### config.mk
export PLATFORM = sky130hd
export DESIGN_NAME = rx_frame_receiver
export DESIGN_NICKNAME = d
export VERILOG_FILES = /design/src/rtl/rx_frame_receiver.sv
export SDC_FILE = /design/constraint.sdc
export NUM_CORES = 1
export LEC_CHECK = 0
export BUFFER_PORTS_ARGS = -buffer_cell sky130_fd_sc_hd__buf_4
export CAP_MARGIN = 20
export CORE_ASPECT_RATIO = 1.2
export CORE_MARGIN = 2
export CORE_UTILIZATION = 35
export CTS_CLUSTER_SIZE = 20
export DETAILED_ROUTE_END_ITERATION = 8
export GPL_TIMING_DRIVEN = 0
export HOLD_SLACK_MARGIN = 0.03
export MAX_ROUTING_LAYER = met4
export SKIP_CTS_REPAIR_TIMING = 1
export SLEW_MARGIN = 15
export SYNTH_ARGS = -nofsm -noshare
export SYNTH_HDL_FRONTEND = slang
export SYNTH_SLANG_ARGS = --single-unit
### constraint.sdc
create_clock -name clk -period 3.3 [get_ports clk]
set_input_delay 0.165 -clock clk [delete_from_list [all_inputs] [get_ports clk]]
set_output_delay 0.165 -clock clk [all_outputs]
set_load 0.01 [all_outputs]
### src/rtl/rx_frame_receiver.sv
// Receive-side framer: detects start/SBS/payload frames on rx_pins and tags each payload with the
// kind of the oldest outstanding read. Define RX_PIN_SYNC_EN to add a 2-flop pin synchronizer.
module rx_frame_receiver #(
  parameter int IO_BITS         = 2,
  parameter int PAYLOAD_CYCLES  = 8,
  parameter int MAX_OUTSTANDING = 3
) (
  input  logic                              clk,
  input  logic                              reset,
  input  logic [IO_BITS-1:0]                rx_pins,
  input  logic                              req_issued,
  input  logic                              req_is_prefetch,
  output logic                              rx_started,
  output logic                              rx_active,
  output logic [IO_BITS-1:0]                rx_sbs,
  output logic                              rx_sbs_valid,
  output logic                              rx_data_valid,
  output logic                              rx_ldata_valid,
  output logic [$clog2(PAYLOAD_CYCLES):0]   rx_counter,
  output logic                              rx_done,
  output logic                              rx_ldone,
  output logic                              queue_full,
  output logic                              protocol_error
`ifdef RX_PIN_SYNC_EN
  ,
  output logic [IO_BITS-1:0]                rx_pins_synced
`endif
);

  // state   | meaning
  // IDLE    | waiting for rx_pins[0] low (start)
  // SBS     | single header cycle, decides payload or abort
  // PAYLOAD | PAYLOAD_CYCLES beats tagged with the head request kind

  localparam int CW = $clog2(PAYLOAD_CYCLES) + 1;
  localparam int OW = $clog2(MAX_OUTSTANDING + 1);
  localparam logic [IO_BITS-1:0] SBS_READ  = IO_BITS'(1);
  localparam logic [CW-1:0]      LAST_BEAT = CW'(PAYLOAD_CYCLES - 1);
  localparam logic [OW-1:0]      DEPTH     = OW'(MAX_OUTSTANDING);

  typedef enum logic [1:0] {IDLE, SBS, PAYLOAD} state_t;

  state_t                       state_q, state_d;
  logic [CW-1:0]                cnt_q, cnt_d;
  logic [IO_BITS-1:0]           sbs_q, sbs_d;
  logic                         err_q, err_d;
  logic [MAX_OUTSTANDING-1:0]   kind_q, kind_d;
  logic [OW-1:0]                occ_q, occ_d;
  logic [IO_BITS-1:0]           pins;
  logic                         head;
  logic                         pop;

`ifdef RX_PIN_SYNC_EN
  logic [IO_BITS-1:0] sync1_q, sync2_q;

  always_ff @(posedge clk or negedge reset) begin
    if (!reset) begin
      sync1_q <= '1;
      sync2_q <= '1;
    end else begin
      sync1_q <= rx_pins;
      sync2_q <= sync1_q;
    end
  end

  assign pins           = sync2_q;
  assign rx_pins_synced = sync2_q;
`else
  assign pins = rx_pins;
`endif

  assign head           = kind_q[0];
  assign rx_active      = (state_q != IDLE);
  assign rx_counter     = cnt_q;
  assign rx_sbs         = sbs_q;
  assign protocol_error = err_q;

  always_comb begin
    state_d        = state_q;
    cnt_d          = '0;
    sbs_d          = sbs_q;
    err_d          = err_q;
    kind_d         = kind_q;
    occ_d          = occ_q;
    pop            = 1'b0;
    rx_started     = 1'b0;
    rx_sbs_valid   = 1'b0;
    rx_data_valid  = 1'b0;
    rx_ldata_valid = 1'b0;
    rx_done        = 1'b0;
    rx_ldone       = 1'b0;
    queue_full     = (occ_q == DEPTH);

    case (state_q)
      IDLE: begin
        // gated so a low pin cannot raise a strobe while reset is held
        if (!pins[0]) begin
          rx_started = reset;
          state_d    = SBS;
        end
      end
      SBS: begin
        rx_sbs_valid = 1'b1;
        sbs_d        = pins;
        state_d      = IDLE;
        if (pins == SBS_READ) begin
          if (occ_q != '0) state_d = PAYLOAD;
          else             err_d   = 1'b1;
        end
      end
      PAYLOAD: begin
        rx_data_valid  = head;
        rx_ldata_valid = !head;
        if (cnt_q == LAST_BEAT) begin
          rx_done  = head;
          rx_ldone = !head;
          pop      = 1'b1;
          state_d  = IDLE;
        end else begin
          cnt_d = cnt_q + 1'b1;
        end
      end
      default: state_d = IDLE;
    endcase

    // head sits in bit 0; a push in the pop cycle lands behind the shifted queue
    if (pop) begin
      kind_d = kind_q >> 1;
      occ_d  = occ_q - 1'b1;
    end
    if (req_issued) begin
      if (queue_full && !pop) begin
        err_d = 1'b1;
      end else begin
        for (int i = 0; i < MAX_OUTSTANDING; i++) begin
          if (occ_d == OW'(i)) kind_d[i] = req_is_prefetch;
        end
        occ_d = occ_d + 1'b1;
      end
    end
  end

  always_ff @(posedge clk or negedge reset) begin
    if (!reset) begin
      state_q <= IDLE;
      cnt_q   <= '0;
      sbs_q   <= '0;
      err_q   <= 1'b0;
      kind_q  <= '0;
      occ_q   <= '0;
    end else begin
      state_q <= state_d;
      cnt_q   <= cnt_d;
      sbs_q   <= sbs_d;
      err_q   <= err_d;
      kind_q  <= kind_d;
      occ_q   <= occ_d;
    end
  end

endmodule

==> results of run 1 <==
[per-layer routing]
metal / vias up / share of wire [%] / GRT usage [%]
met5: - / 0 / -
met4: 0 / 0.83 / 5.95
met3: 2 / 2.9 / 2.94
met2: 8 / 52 / 20.2
met1: 271 / 44 / 15.1
li1: 294 / - / -
[placed cells by master (no fill, tap or decap), drive strengths merged]
cell and instances:
buf 21, dfrtp 14, inv 8, mux2 7, nor2 6, ha 5
and2 4, nand3 3, nor3 3, clkbuf 3, o21ai 3, a21oi 3
nand2b 2, xnor2 2, nor2b 2, nand2 2, mux2i 2, or2 1
nand3b 1, xor2 1, or4 1, nor3b 1, a22o 1, dlygate4sd3 1
[metrics by stage]
stage	power [mW]	std cells	setup WS, ps	hold WS (ps)
floorplan	0.497	73	1210	-131
global placement	0.608	123	1020	27.7
detailed placement	0.614	123	979	28.5
CTS	0.710	126	962	-273
global route	0.773	127	778	41.6
finish	0.696	127	1000	55.6
[final cells by class]
class | count | area share (%)
plain buffers | 1 | 1.14
clock buffers | 3 | 2.28
inverters | 8 | 3.04
multi-input cells | 50 | 38.0
flip-flops and latches | 14 | 35.5
well taps | 30 | 3.80
repair buffers | 21 | 16.2
[sequential cells by signal (all words and copies together), names as in the netlist]
name / cells
kind_q: 3
state_q: 2
rx_sbs: 2
rx_counter: 4
protocol_error: 1
occ_q: 2
[logic make-up after synthesis]
kind of cell             Yosys count
AND/OR/NAND/NOR                   26
flip-flops                        14
buffers and inverters              9
multiplexers                       9
AO/OA/AOI/OAI                      7
adder cells (fa/ha/maj)            5
XOR/XNOR                           3
[critical path, delay by kind of cell, from the launching register on]
kind | cells | cell delay [ps]
buffers and inverters | 1 | 70
and+or+nand+nor | 3 | 670
muxes | 2 | 660
DFF | 1 | 390
adders and majority gates | 2 | 400
[where the power goes]
part           switching, mW  internal, mW  total (mW)  leakage, nW
sequential            0.0444         0.231       0.275        0.173
clock                 0.0497        0.0422      0.0919       0.0138
combinational          0.153         0.175       0.329        0.299
total                  0.247         0.448       0.696        0.485
[worst min path at each step]
stage	startpoint	endpoint	slack, ps
after floorplan	reset	kind_q[0]	-130
after global placement	reset	state_q[0]	30
after detailed placement	reset	rx_sbs[1]	30
after CTS	reset	rx_sbs[1]	-270
after global routing	rx_pins[0]	state_q[0]	40
final	rx_pins[0]	state_q[0]	60
==> impl_results.rst, run 1 <==
.. list-table::
   :header-rows: 1

   * - Metric
     - Value
   * - Status
     - finished, final reports clean
   * - Kind of end point of the critical path
     - register
   * - Power density cells
     - 705 mW/mm^2
   * - Multiplexer share of the synthesized area
     - 12.9%
   * - Worst path required time
     - 3460 ps
   * - Endpoints failing hold
     - 0
   * - Leak
     - 0.485 nW
   * - GP Congestion
     - 0.799
   * - Max_slew headroom
     - 78.3%
   * - Die Footprint
     - 0.00258 mm^2
   * - RSZ-0062 raised after global routing
     - no
   * - Grt ovf
     - 0
   * - Avg WL per Cell
     - 10.4 um
   * - Register bit count reported by yosys
     - 14
   * - Overall Global Routing Usage
     - 12.9%
   * - Critical Path Source
     - rx_counter[0]
   * - Post-layout min period
     - 2300 ps
   * - Sinks on Clock Net
     - 14
   * - Final standard cell utilization of the core
     - 47.6%
   * - Worst path slowest cell
     - dfrtp_1
   * - Relative area change from synthesis to final layout
     - 28.7%
   * - Vias in the first global route
     - 586
   * - Top-level I/O count
     - 21
   * - Startpoint of the worst register-to-register path
     - rx_counter[0]
   * - Total via count in the routed design
     - 575
   * - Count leader, synth
     - dfrtp_1
   * - Fraction of post-synthesis cell area in the top cell type by area
     - 45.7%
   * - Clk Latency, worst-skew pair
     - 270 ps
   * - Starting density of the core
     - 37.0%
   * - Share of layout cells above drive strength 1
     - 35.1%
   * - Sequential cell area
     - 350 um^2
   * - Post-route design area
     - 987 um^2
   * - CP Max Fanout
     - 7
   * - Largest family of logic cells by synthesized area
     - simple AND/OR/NAND/NOR gates
   * - Count of flip-flops with a built-in enable after synthesis
     - 0
   * - Data arrival time of the critical path
     - 2460 ps
   * - Antenna violations before repair
     - 0
   * - Share of synthesized cell area in full adder, half adder and majority cells
     - 8.16%
   * - CTS HTree Levels
     - 1
   * - Via count normalized by instance count
     - 4.53
   * - Largest area contributor in the synthesized netlist
     - dfrtp_1
   * - Cell-by-cell listing of the critical path
     - ha_1 -> nand3b_1 -> nor2_2 -> mux2i_1 -> inv_1 -> ha_1 -> nand3_1 -> mux2_2
   * - Detailed-route wire length
     - 1330 um
   * - Avg Cell Area, Syn
     - 10.5 um^2
   * - Classification of the worst setup path
     - register to register
   * - Reg2Reg Setup Slack
     - 1000 ps
   * - Post-detailed-placement cell area
     - 955 um^2
   * - Fraction of synthesis flops using an asynchronous set or reset pin
     - 100%
   * - Clock tree from TritonCTS
     - yes
   * - Clk pin slew, worst setup/hold paths
     - 80 ps
   * - Slew at the pin closest to its max-slew limit
     - 325 ps
   * - Maximum achievable frequency
     - 435 MHz
   * - Core ar.
     - 0.00207 mm^2
   * - Post-Route Skew
     - 2.45 ps
   * - Number of diodes added for antenna fixing
     - 0
   * - Width of the die
     - 46.7 um
   * - Primary flip-flop cell chosen by synthesis mapping
     - dfrtp_1
   * - Count of final setup violators
     - 0
   * - Critical path launch point type
     - register
   * - Maximum number of pins on one net before global-route repair
     - 16
   * - Port buffer count
     - 20
   * - Overall die height
     - 55.3 um
   * - Antenna Nets Post-Route
     - 0
   * - Synth cell count leaders
     - dfrtp_1, inv_1, mux2_2, ha_1, nor2_1
   * - Number of nets at the end of the flow
     - 110
   * - Instance count along the most critical hold path
     - 2
   * - Sum Neg Setup Slack
     - 0 ps
   * - Global-route wire length before repair
     - 2390 um
   * - Biggest area contributors in the synthesized netlist
     - dfrtp_1, mux2_2, ha_1
   * - Root Buffer
     - clkbuf_4
   * - Filler Cells Inserted
     - 223
   * - Maximum clock insertion buffer count
     - 2
   * - Pre-Repair DR Iteration Count
     - 3
   * - Crit-path max cell delay
     - 390 ps
   * - FF-to-FF path depth
     - 8
   * - Setup crit end
     - kind_q[2]
   * - Sum of net half-perimeters after detailed placement
     - 1050 um
   * - Synthesis warning total
     - 0
   * - Residual DRC
     - 0
   * - Final clock period utilization by the worst path
     - 69.7%
   * - Standard-cell rows
     - 18
   * - Cell with the most instances on the worst path
     - ha_1
   * - Reg2reg end
     - kind_q[2]
   * - Number of standard cells after synthesis
     - 73
   * - Count of unique library cells instantiated by Yosys
     - 26
   * - Max-slew violation count
     - 0
   * - Class of the tightest hold or removal check
     - input pin to register
   * - Reported max-cap violation count
     - 0
   * - Max rail drop VDD
     - 364 uV
   * - Xor-xnor portion of the synthesized cell area
     - 3.43%
   * - TritonCTS Buffers
     - 3
   * - Cell area after technology mapping
     - 767 um^2
   * - Compound-cell area share of the yosys netlist
     - 5.55%
   * - Drt initial violations
     - 4
   * - Portion of the post-synthesis area used by sequential elements
     - 45.7%
   * - Area occupied by multi-input gates
     - 375 um^2
   * - Synth Area in Simple Gates
     - 18.9%
   * - Net count after synthesis
     - 84
No activity file was read; power rests on OpenSTA's default activity.
==> inputs of run 2 (changes only) <==
- clock period: 3.3 -> 1.86 ns (I/O delays scaled with it)
==> impl_results.rst, run 2 (synthesized netlist as in run 1, its figures left out) <==
.. list-table::
   :header-rows: 1

   * - Metric
     - Value
   * - Slew at the pin closest to its max-slew limit
     - 345 ps (+19.9 ps)
   * - Final standard cell utilization of the core
     - 54.6% (+6.9 points)
   * - Clock tree from TritonCTS
     - yes
   * - TritonCTS Buffers
     - 3 (unchanged)
   * - Classification of the worst setup path
     - register to register
   * - Share of power burned in registers
     - 35.0% (-4.6 points)
   * - Worst path slowest cell
     - dfrtp_1
   * - Number of nets at the end of the flow
     - 119 (+8.2%)
   * - Max rail drop VDD
     - 822 uV (+130%)
   * - Count of final setup violators
     - 3 (+3)
   * - Portion of total power attributed to combinational logic
     - 50.1% (+2.9 points)
   * - Max-slew violation count
     - 0 (unchanged)
   * - Part of the total power dissipated in the clock network
     - 14.9% (+1.7 points)
   * - Overall Global Routing Usage
     - 13.2% (+0.31 points)
   * - Internal power
     - 923 uW (+110%)
   * - Port buffer count
     - 20 (unchanged)
   * - Max_slew headroom
     - 76.9% (-1.4 points)
   * - Via count normalized by instance count
     - 4.57 (+0.92%)
   * - Worst path required time
     - 2030 ps (-1430 ps)
   * - Switching pwr
     - 513 uW (+110%)
   * - Placed insts
     - 123 (unchanged)
   * - Setup crit end
     - kind_q[1]
   * - Core ar.
     - 0.00207 mm^2 (unchanged)
   * - Gate family responsible for the most delay along the worst path
     - simple AND/OR/NAND/NOR gates
   * - Antenna violations before repair
     - 0 (unchanged)
   * - Reg2reg end
     - kind_q[1]
   * - Post-layout min period
     - 1960 ps (-335 ps)
   * - Antenna Nets Post-Route
     - 0 (unchanged)
   * - Overall die height
     - 55.3 um (unchanged)
   * - Violated checks
     - setup timing
   * - Switching part of the total
     - 35.7% (+0.16 points)
   * - CTS HTree Levels
     - 1 (unchanged)
   * - Sum of net half-perimeters after detailed placement
     - 1040 um (-0.63%)
   * - Most frequent standard cell in the layout excluding fill and tap cells
     - buf_4
   * - Share of layout cells above drive strength 1
     - 46.7% (+12 points)
   * - Power density cells
     - 1270 mW/mm^2 (+80%)
   * - Filler Cells Inserted
     - 208 (-6.7%)
   * - Detailed-route wire length
     - 1500 um (+13%)
   * - Reg2Reg Setup Slack
     - -100 ps (-1110 ps)
   * - Starting density of the core
     - 37.0% (unchanged)
   * - Critical path launch point type
     - register
   * - Status
     - complete, but fails checks
   * - Die Footprint
     - 0.00258 mm^2 (unchanged)
   * - Sinks on Clock Net
     - 14 (unchanged)
   * - CP Max Fanout
     - 5 (-2)
   * - Crit-path max cell delay
     - 420 ps (+30 ps)
   * - Top-level I/O count
     - 21 (unchanged)
   * - Standard-cell rows
     - 18 (unchanged)
   * - Avg WL per Cell
     - 10.9 um (+4.5%)
   * - Final clock period utilization by the worst path
     - 106% (+36 points)
   * - Logic depth of the worst path, buffers included
     - 9 (+1)
   * - Post-Route Skew
     - 3.10 ps (+0.646 ps)
   * - Startpoint of the worst register-to-register path
     - rx_counter[0]
   * - Highest-count cells in the layout ignoring fill and taps
     - buf_4, dfrtp_1, inv_1
   * - Data arrival time of the critical path
     - 2130 ps (-330 ps)
   * - Global-route wire length before repair
     - 2390 um (unchanged)
   * - Endpoints failing hold
     - 0 (unchanged)
   * - Clk Latency, worst-skew pair
     - 270 ps (about the same)
   * - Flip-flop count of the largest register after layout
     - 4 (unchanged)
   * - Grt ovf
     - 0 (unchanged)
   * - Number of diodes added for antenna fixing
     - 0 (unchanged)
   * - Maximum number of pins on one net before global-route repair
     - 16 (unchanged)
   * - Leak
     - 0.551 nW (+14%)
   * - Clk pin slew, worst setup/hold paths
     - 80 ps (about the same)
   * - Sum Neg Setup Slack
     - -276 ps (-276 ps)
   * - Worst hold slack
     - 51.4 ps (-4.26 ps)
   * - FF-to-FF path depth
     - 9 (+1)
   * - Residual DRC
     - 0 (unchanged)
   * - Width of the die
     - 46.7 um (unchanged)
   * - Final total power
     - 1.44 mW (+110%)
   * - Class of the tightest hold or removal check
     - input pin to register
   * - Drt initial violations
     - 7 (+3)
   * - Critical Path Source
     - rx_counter[0]
   * - Post-layout worst setup margin
     - -104 ps (-1110 ps)
   * - Root Buffer
     - clkbuf_4
   * - Vias in the first global route
     - 574 (-2.0%)
   * - Relative area change from synthesis to final layout
     - 47.5%
   * - Worst path bufs/invs
     - 2 (+1)
   * - Kind of end point of the critical path
     - register
   * - Number of non-filler instances in the completed layout
     - 137 (+7.9%)
   * - Pre-Repair DR Iteration Count
     - 4 (+1)
   * - Maximum clock insertion buffer count
     - 2 (unchanged)
   * - Total via count in the routed design
     - 626 (+8.9%)
   * - GP Congestion
     - 0.822 (+2.8%)
   * - Cell-by-cell listing of the critical path
     - ha_4 -> nand3b_1 -> nor2_4 -> buf_4 -> xnor2_2 -> inv_1 -> ha_2 -> nand3_2 -> mux2_4
   * - RSZ-0062 raised after global routing
     - yes
   * - Maximum achievable frequency
     - 509 MHz (+17%)
   * - Reported max-cap violation count
     - 0 (unchanged)
==> run 2: cell count changes in the layout (fill, tap and decap cells not counted), sizes merged <==
cell,delta
dlygate4sd3,+1
clkbuf,+1
buf,+8
==> run 2: power by group through the flow <==
stage	registers [mW]	clock network [mW]	logic, mW
after global routing	0.515	0.243	0.807
after global placement	0.492	0	0.608
after floorplan	0.494	0	0.408
final	0.502	0.214	0.720
after CTS	0.490	0.228	0.625
after detailed placement	0.495	0	0.622
==> run 2: through the flow <==
stage	instance area (um^2)	setup WS, ps
after floorplan	786	-173
after global placement	973	-328
after detailed placement	973	-375
after CTS	1010	-388
after global routing	1130	-213
final	1130	-104
==> run 2: area by class of cell <==
cell class / count / area [um^2] / area share, %
sequential: 14 / 350 / 31.0
clock buffer: 4 / 36.3 / 3.21
multi-input combinational: 50 / 435 / 38.5
timing repair buffer: 30 / 230 / 20.4
buffer: 1 / 11.3 / 0.996
tap: 30 / 37.5 / 3.32
inverter: 8 / 30.0 / 2.65
==> run 2: how the worst min path moves through the flow <==
stage               startpoint       endpoint  slack [ps]  depth (start not counted)
6_report       req_is_prefetch      kind_q[0]          50                          2
5_1_grt             rx_pins[1]      rx_sbs[1]          50                          2
4_1_cts                  reset  rx_counter[2]        -350                          1
3_5_place_dp             reset     state_q[0]         -40                          1
3_3_place_gp             reset     state_q[0]         -40                          1
2_1_floorplan            reset      kind_q[0]        -200                          0
==> run 2: per-layer routing <==
metal  wire length (um)  vias to the layer above  track usage, %
met1                663                      303            15.9
li1                   -                      313               -
met4                  0                        0            5.95
met5                  0                        -               -
met3                 47                        0            3.92
met2                785                       10            19.8
